## src/rtl/pc_fetch_stage_if.sv

```systemverilog
// Fetch-stage bundle: PC adder result, redirect requests and hazard stall
// in; current PC and IF/ID latch contents out.
interface pc_fetch_stage_if;
    logic [31:0] PCAddResult;
    logic        BranchTaken;
    logic [31:0] BranchTarget;
    logic        Jump;
    logic [31:0] JumpTarget;
    logic        Stall;
    logic [31:0] PCResult;
    logic [31:0] IFID_PCPlus4;
    logic        IFID_Valid;
    logic        RedirectPending;
    logic        MisalignErr;

    modport master (
        output PCAddResult, BranchTaken, BranchTarget, Jump, JumpTarget, Stall,
        input  PCResult, IFID_PCPlus4, IFID_Valid, RedirectPending, MisalignErr
    );

    modport slave (
        input  PCAddResult, BranchTaken, BranchTarget, Jump, JumpTarget, Stall,
        output PCResult, IFID_PCPlus4, IFID_Valid, RedirectPending, MisalignErr
    );
endinterface

```

## src/rtl/pc_fetch_stage.sv

```systemverilog
// PC register and IF/ID boundary with a one-entry parked-redirect buffer.
//
//   state   | meaning
//   --------+---------------------------------------------------------------
//   RUN     | normal fetch; redirects applied, or parked if stalled
//   PENDING | a redirect is parked; wait for stall release, ignore new ones
module pc_fetch_stage #(
    parameter logic [31:0] RESET_PC = 32'h0000_0000
) (
    input  logic              Clk,
    input  logic              Reset,
    pc_fetch_stage_if.slave   bus
);
    typedef enum logic {RUN = 1'b0, PENDING = 1'b1} state_t;

    state_t      state;
    logic [31:0] pc;
    logic [31:0] ifid_pc4;
    logic        ifid_valid;
    logic [31:0] pend_target;
    logic        misalign_err;

    logic        redirect;
    logic [31:0] tsel;
    logic [31:0] tsel_aligned;

    // Branch wins over jump because the branch is the older instruction.
    assign redirect     = bus.BranchTaken | bus.Jump;
    assign tsel         = bus.BranchTaken ? bus.BranchTarget : bus.JumpTarget;
    assign tsel_aligned = {tsel[31:2], 2'b00};

    // PC, IF/ID latch, parked target and sticky misalignment flag.
    always_ff @(posedge Clk or posedge Reset) begin
        if (Reset) begin
            state        <= RUN;
            pc           <= RESET_PC;
            ifid_pc4     <= 32'h0;
            ifid_valid   <= 1'b0;
            pend_target  <= 32'h0;
            misalign_err <= 1'b0;
        end else begin
            case (state)
                RUN: begin
                    if (redirect) begin
                        if (tsel[1:0] != 2'b00)
                            misalign_err <= 1'b1;
                        ifid_valid <= 1'b0;
                        if (!bus.Stall) begin
                            pc       <= tsel_aligned;
                            ifid_pc4 <= bus.PCAddResult;
                        end else begin
                            pend_target <= tsel_aligned;
                            state       <= PENDING;
                        end
                    end else if (!bus.Stall) begin
                        pc         <= bus.PCAddResult;
                        ifid_pc4   <= bus.PCAddResult;
                        ifid_valid <= 1'b1;
                    end
                end
                PENDING: begin
                    // Redirects seen here are wrong-path and dropped.
                    if (!bus.Stall) begin
                        pc         <= pend_target;
                        ifid_valid <= 1'b0;
                        state      <= RUN;
                    end
                end
                default: state <= RUN;
            endcase
        end
    end

    assign bus.PCResult        = pc;
    assign bus.IFID_PCPlus4    = ifid_pc4;
    assign bus.IFID_Valid      = ifid_valid;
    assign bus.RedirectPending = (state == PENDING);
    assign bus.MisalignErr     = misalign_err;
endmodule

```

## src/flat_wrapper.sv

```systemverilog
// flat-port wrapper written by rule: the top's interface ports become plain ports
module pc_fetch_stage_flat 
#(
    parameter logic [31:0] RESET_PC = 32'h0000_0000
)
  (Clk, Reset, bus_PCAddResult, bus_BranchTaken, bus_BranchTarget, bus_Jump, bus_JumpTarget, bus_Stall, bus_PCResult, bus_IFID_PCPlus4, bus_IFID_Valid, bus_RedirectPending, bus_MisalignErr);
  pc_fetch_stage_if bus_i ();
  input  logic Clk;
  input  logic Reset;
  input wire logic [$bits(bus_i.PCAddResult)-1:0] bus_PCAddResult;
  input wire logic [$bits(bus_i.BranchTaken)-1:0] bus_BranchTaken;
  input wire logic [$bits(bus_i.BranchTarget)-1:0] bus_BranchTarget;
  input wire logic [$bits(bus_i.Jump)-1:0] bus_Jump;
  input wire logic [$bits(bus_i.JumpTarget)-1:0] bus_JumpTarget;
  input wire logic [$bits(bus_i.Stall)-1:0] bus_Stall;
  output wire logic [$bits(bus_i.PCResult)-1:0] bus_PCResult;
  output wire logic [$bits(bus_i.IFID_PCPlus4)-1:0] bus_IFID_PCPlus4;
  output wire logic [$bits(bus_i.IFID_Valid)-1:0] bus_IFID_Valid;
  output wire logic [$bits(bus_i.RedirectPending)-1:0] bus_RedirectPending;
  output wire logic [$bits(bus_i.MisalignErr)-1:0] bus_MisalignErr;
  assign bus_i.PCAddResult = bus_PCAddResult;
  assign bus_i.BranchTaken = bus_BranchTaken;
  assign bus_i.BranchTarget = bus_BranchTarget;
  assign bus_i.Jump = bus_Jump;
  assign bus_i.JumpTarget = bus_JumpTarget;
  assign bus_i.Stall = bus_Stall;
  assign bus_PCResult = bus_i.PCResult;
  assign bus_IFID_PCPlus4 = bus_i.IFID_PCPlus4;
  assign bus_IFID_Valid = bus_i.IFID_Valid;
  assign bus_RedirectPending = bus_i.RedirectPending;
  assign bus_MisalignErr = bus_i.MisalignErr;
  pc_fetch_stage #(.RESET_PC(RESET_PC)) u_core (.Clk(Clk), .Reset(Reset), .bus(bus_i));
endmodule
```

## config.mk

```make
export PLATFORM = sky130hd
export DESIGN_NAME = pc_fetch_stage_flat
export DESIGN_NICKNAME = d
export VERILOG_FILES = /design/src/rtl/pc_fetch_stage_if.sv /design/src/rtl/pc_fetch_stage.sv /design/src/flat_wrapper.sv
export SDC_FILE = /design/constraint.sdc
export NUM_CORES = 1
export LEC_CHECK = 0
export ABC_CLOCK_PERIOD_IN_PS = 3200
export CAP_MARGIN = 15
export CORE_MARGIN = 1.5
export CORE_UTILIZATION = 63
export CTS_CLUSTER_DIAMETER = 120
export CTS_CLUSTER_SIZE = 30
export DETAILED_ROUTE_END_ITERATION = 10
export DONT_BUFFER_PORTS = 1
export GPL_TIMING_DRIVEN = 0
export PLACE_DENSITY = 0.82
export SLEW_MARGIN = 20
export SYNTH_ARGS = -nofsm -noshare
export SYNTH_HDL_FRONTEND = slang
export SYNTH_SLANG_ARGS = --single-unit
```

## constraint.sdc

```tcl
create_clock -name Clk -period 3.2 [get_ports Clk]
set_input_delay 0.16 -clock Clk [delete_from_list [all_inputs] [get_ports Clk]]
set_output_delay 0.16 -clock Clk [all_outputs]
set_load 0.05 [all_outputs]
```

# [After elaboration in Yosys (flattened, before gate mapping)]
# Index checks and enable logic that the tools add are counted.
[totals] regBits=97 out_inout_bits=67 elab_cells=31
[classes] eq_ne=3 mux=13 n_bitwise=3 reduce_logical=6
[op_table] operator="$mux W32" n=5
[op_table] operator="$pmux W32 S2" n=1
[op_table] operator="$reduce_and A2 Y1" n=3
[op_table] operator="$reduce_and A3 Y1" n=2
[op_table] operator="$mux W1" n=5
[op_table] operator="$ne A2 B2 Y1 const B" n=2
[op_table] operator="$pmux W1 S2" n=2
[op_table] operator="$ne A3 B2 Y1 const B" n=1
[op_table] operator="$not A1 Y1" n=2
[op_table] operator="$reduce_bool A2 Y1" n=1
[op_table] operator="$or A1 B1 Y1" n=1

# [Logic depth before layout (Yosys ltp)]
[depth] word_depth=4 ltp_mapped=6

# [Worst setup path after synthesis]
# No wires, ideal clock.
[synth_timing] kind="register -> register" from="reg u_core.state (netlist: u_core.bus.RedirectPending)" to="reg u_core.ifid_pc4[2] (netlist: u_core.bus.IFID_PCPlus4[2])" setup_ps=125 arrival_time_ps=1512 t_required_ps=3075 slack_ps=1563 path_stages_with_launch=5 path_buffers=2 path_cell_list="dfrtp_1 -> buf_4 -> nor2_4 -> buf_2 -> mux2_2"
[synth_via] elab_chain_cells=2
[synth_rtl] element="from (decl)" line="pc_fetch_stage.sv:16" source="state_t state;"
[synth_rtl] element="from (signal assigned)" line="pc_fetch_stage.sv:35" source="state <= RUN;"
[synth_rtl] element="from (signal assigned)" line="pc_fetch_stage.sv:53" source="state <= PENDING;"
[synth_rtl] element="from (signal assigned)" line="pc_fetch_stage.sv:66" source="state <= RUN;"
[synth_rtl] element="$not A1 Y1 (no line)"
[synth_rtl] element="$reduce_and A2 Y1 (no line)"
[synth_rtl] element="to (signal assigned)" line="pc_fetch_stage.sv:50" source="ifid_pc4 <= bus.PCAddResult;"
[synth_rtl] element="to (signal assigned)" line="pc_fetch_stage.sv:57" source="ifid_pc4 <= bus.PCAddResult;"
[synth_rtl] element="to (decl)" line="pc_fetch_stage.sv:18" source="logic [31:0] ifid_pc4;"
# Every way passes these cells.
# A chain may end at the register's enable or synchronous reset.

# [Worst setup path in the final report]
[layout_timing] from="reg u_core.state (netlist: u_core.bus.RedirectPending)" to="reg u_core.pc[6] (netlist: u_core.bus.PCResult[6])"
[layout_via] elab_chain_cells=3 elab_cells_between_ends=5 cone_classes="eq/ne: 2; mux: 1; bitwise: 1; reduce/logical: 1"
[layout_rtl] element="$not A1 Y1 (no line)"
[layout_rtl] element="$ne A2 B2 Y1 (no line)"
[layout_rtl] element="$reduce_and A2 Y1 (no line)"
[layout_rtl] element="to (signal assigned)" line="pc_fetch_stage.sv:49" source="pc <= tsel_aligned;"
[layout_rtl] element="to (signal assigned)" line="pc_fetch_stage.sv:56" source="pc <= bus.PCAddResult;"
[layout_rtl] element="to (signal assigned)" line="pc_fetch_stage.sv:64" source="pc <= pend_target;"
[layout_rtl] element="to (decl)" line="pc_fetch_stage.sv:17" source="logic [31:0] pc;"
# Parallel ways exist; a longest one is shown, timed or not.

==> reports/results.tsv <==
metric	value	unit
fillers	428	
p_leak	2.41	nW
overflow	0	
synth_area_leaders	dfrtp_1, mux2i_1, a32oi_1, a221oi_1, mux2_2	
syn2layout_area_growth	23.2	%
async_flop_share	100	%
p_sw	0.00133	W
clk_pin_slew	100	ps
fp-row-count	31	
yosysTopAreaCellShare	49.6	%
avgViaCountPerCell	6.89	
ys_seq_area_share	49.6	%
die-area	8310	µm²
post-synth-top-count-cell	dfrtp_1	
avgSynthCellArea	11.5	µm²
p_per_area	569	nW/µm²
grt_pass1_wl	24100	µm
ys_ff_latch	97	
crit_fanout	10	
io_buffers	0	
cts_hold_buffers	78	
antenna_found_initial	0	
slowest_delay	660	ps
core	7370	µm²
yosys.area.top_type	dfrtp_1	
synth_edf_count	0	
ios	168	
fin_crit	2570	ps
gp_congestion	0.799	
path_cells	buf_4, clkbuf_1, a221oi_1, a32oi_1, dlygate4sd3_1	
finalSetupViolCount	0	
clk_latency	360	ps
syn_inst	425	
htreeDepth	3	
drive_above_1_share	18.7	%
slew_headroom	58.2	%
drt_wl_total	15300	µm
nets	616	
synth.distinct_cells	29	
crit_type	reg -> reg	
netlist_area	4900	µm²
final_core_util	81.9	%
seqPwrFrac	58.1	%
grt_pass1_vias	4685	
maxSlewViolCount	0	
dp_hpwl	9300	µm
hold_class	in -> reg	
switching_share	38.7	%
grt_max_degree	53	
critPathLaunchType	register	
grt_usage	37.8	%
synth_top_cells_by_count	dfrtp_1, a31oi_1, a32oi_1, mux2i_1, a221oi_1	
p_int	0.00210	W
start_util	66.5	%
dieWidth	91.2	µm
cts_root_buf	clkbuf_8	
outcome	finished clean	
grt_setup_unrepaired	false	
period_share	80.2	%
power	0.00343	W
yosys_most_used_dff	dfrtp_1	
ir_drop	0.000333	V
postCtsSetupRepairBufs	0	
tightestPinTransition	627	ps
first_pass_iters	5	
dr.first_iter.drc_count	299	
cts.path.max_buffers	2	
crit_required	3500	ps
num_vias	4268	
synth_fp_nets	526	
fin_skew	14.7	ps
drv_cap	0	
cts.sinks	97	
hold_viol	0	
ctsResizeCount	0	
cts_tree	built	
power_frac_comb	18.0	%
wl_per_cell	24.7	µm
ant_nets	0	
critPathCaptureType	register	
drc	0	
cp_data_arrival_time	2870	ps
numCtsBuffers	9	
antennaDiodeCount	0	
fmax	389	MHz
slowest_stage	dfrtp_1	
yosysWarnings	0	
fp.dieH	91.2	µm
pwr-share-clk	23.9	%
==> cell families after synthesis <==
kind of cell	after synthesis	share of synthesized area, %
multiplexers	62	13.5
flip-flops	97	49.6
buffers and inverters	67	7.43
AO/OA/AOI/OAI	137	21.6
AND/OR/NAND/NOR	62	7.92
==> cells in the final DEF (no fill, tap or decap), drive strengths merged <==
| master | Yosys | layout |
|---|---|---|
| nand2 | 4 | 4 |
| a32oi | 30 | 30 |
| clkinvlp | 0 | 3 |
| o21ai | 2 | 2 |
| nand3b | 20 | 20 |
| nor2 | 3 | 3 |
| mux2 | 32 | 32 |
| a21oi | 43 | 43 |
| dlygate4sd3 | 0 | 78 |
| dfrtp | 97 | 97 |
| nand3 | 19 | 19 |
| o21ba | 1 | 1 |
| buf | 28 | 29 |
| a31oi | 31 | 31 |
| nor2b | 14 | 14 |
| a221oi | 29 | 29 |
| mux2i | 30 | 30 |
| bufinv | 0 | 1 |
| inv | 21 | 21 |
| nor3 | 2 | 2 |
| a21o | 1 | 1 |
| clkbuf | 18 | 30 |
==> critical path: cells and delay by family, from the launching register on <==
| kind | cells | cell delay, ps |
|---|---|---|
| buffers and inverters | 3 | 1370 |
| flip-flops | 1 | 660 |
| AO/OA/AOI/OAI | 2 | 480 |
==> stage by stage <==
stage / setup TNS [ps] / hold slack [ps] / instances / setup WS (ps) / area [µm²]
floorplan: 0 / 287 / 425 / 506 / 4900
global placement: -39720 / 296 / 524 / -416 / 5020
detailed placement: 0 / 68.0 / 525 / 1270 / 5050
CTS: 0 / 2.72 / 619 / 756 / 6030
global route: 0 / 13.6 / 619 / 520 / 6030
finish: 0 / 8.26 / 619 / 632 / 6030
==> layer usage <==
metal | global-route usage (%) | up-vias | routed length, µm
met5 | 0 | - | 0
met4 | 17.6 | 0 | 553
met3 | 9.72 | 61 | 1510
met2 | 65.4 | 313 | 7590
met1 | 43.7 | 2098 | 5610
li1 | - | 1796 | -
==> area by class of cell <==
class | count | area, µm² | area share [%]
sequential | 97 | 2430 | 40.2
tap | 99 | 124 | 2.05
timing repair buffer | 79 | 808 | 13.4
clock inverter | 4 | 52.6 | 0.871
buffer | 46 | 285 | 4.73
clock buffer | 12 | 145 | 2.41
inverter | 21 | 83.8 | 1.39
multi-input combinational | 261 | 2110 | 34.9
==> state kept, by name, indices dropped and copies added (netlist names) <==
signal / count
u_core.pend_target: 30
u_core.bus.PCResult: 32
u_core.bus.IFID_Valid: 1
u_core.bus.IFID_PCPlus4: 32
u_core.bus.RedirectPending: 1
u_core.bus.MisalignErr: 1
==> worst paths after layout <==
path	from	to	slack, ps	cells past startpoint
min in group asynchronous	Reset	u_core.bus.PCResult[21]	300	2
min	bus_PCAddResult[30]	u_core.bus.PCResult[30]	8	2
max reg2reg	u_core.bus.RedirectPending	u_core.bus.PCResult[6]	630	5
max	u_core.bus.RedirectPending	u_core.bus.PCResult[6]	630	5
max in group asynchronous	Reset	u_core.pend_target[5]	2290	3
min reg2reg	u_core.pend_target[16]	u_core.pend_target[16]	570	2
==> power groups by stage <==
stage	clock network, W	logic [W]	registers (W)
2_1_floorplan	0	0.000394	0.00197
3_3_place_gp	0	0.000468	0.00200
3_5_place_dp	0	0.000492	0.00201
4_1_cts	0.000810	0.000597	0.00198
5_1_grt	0.000859	0.000672	0.00201
6_report	0.000820	0.000618	0.00199
Note: power is estimated with default switching activity, not from simulation.
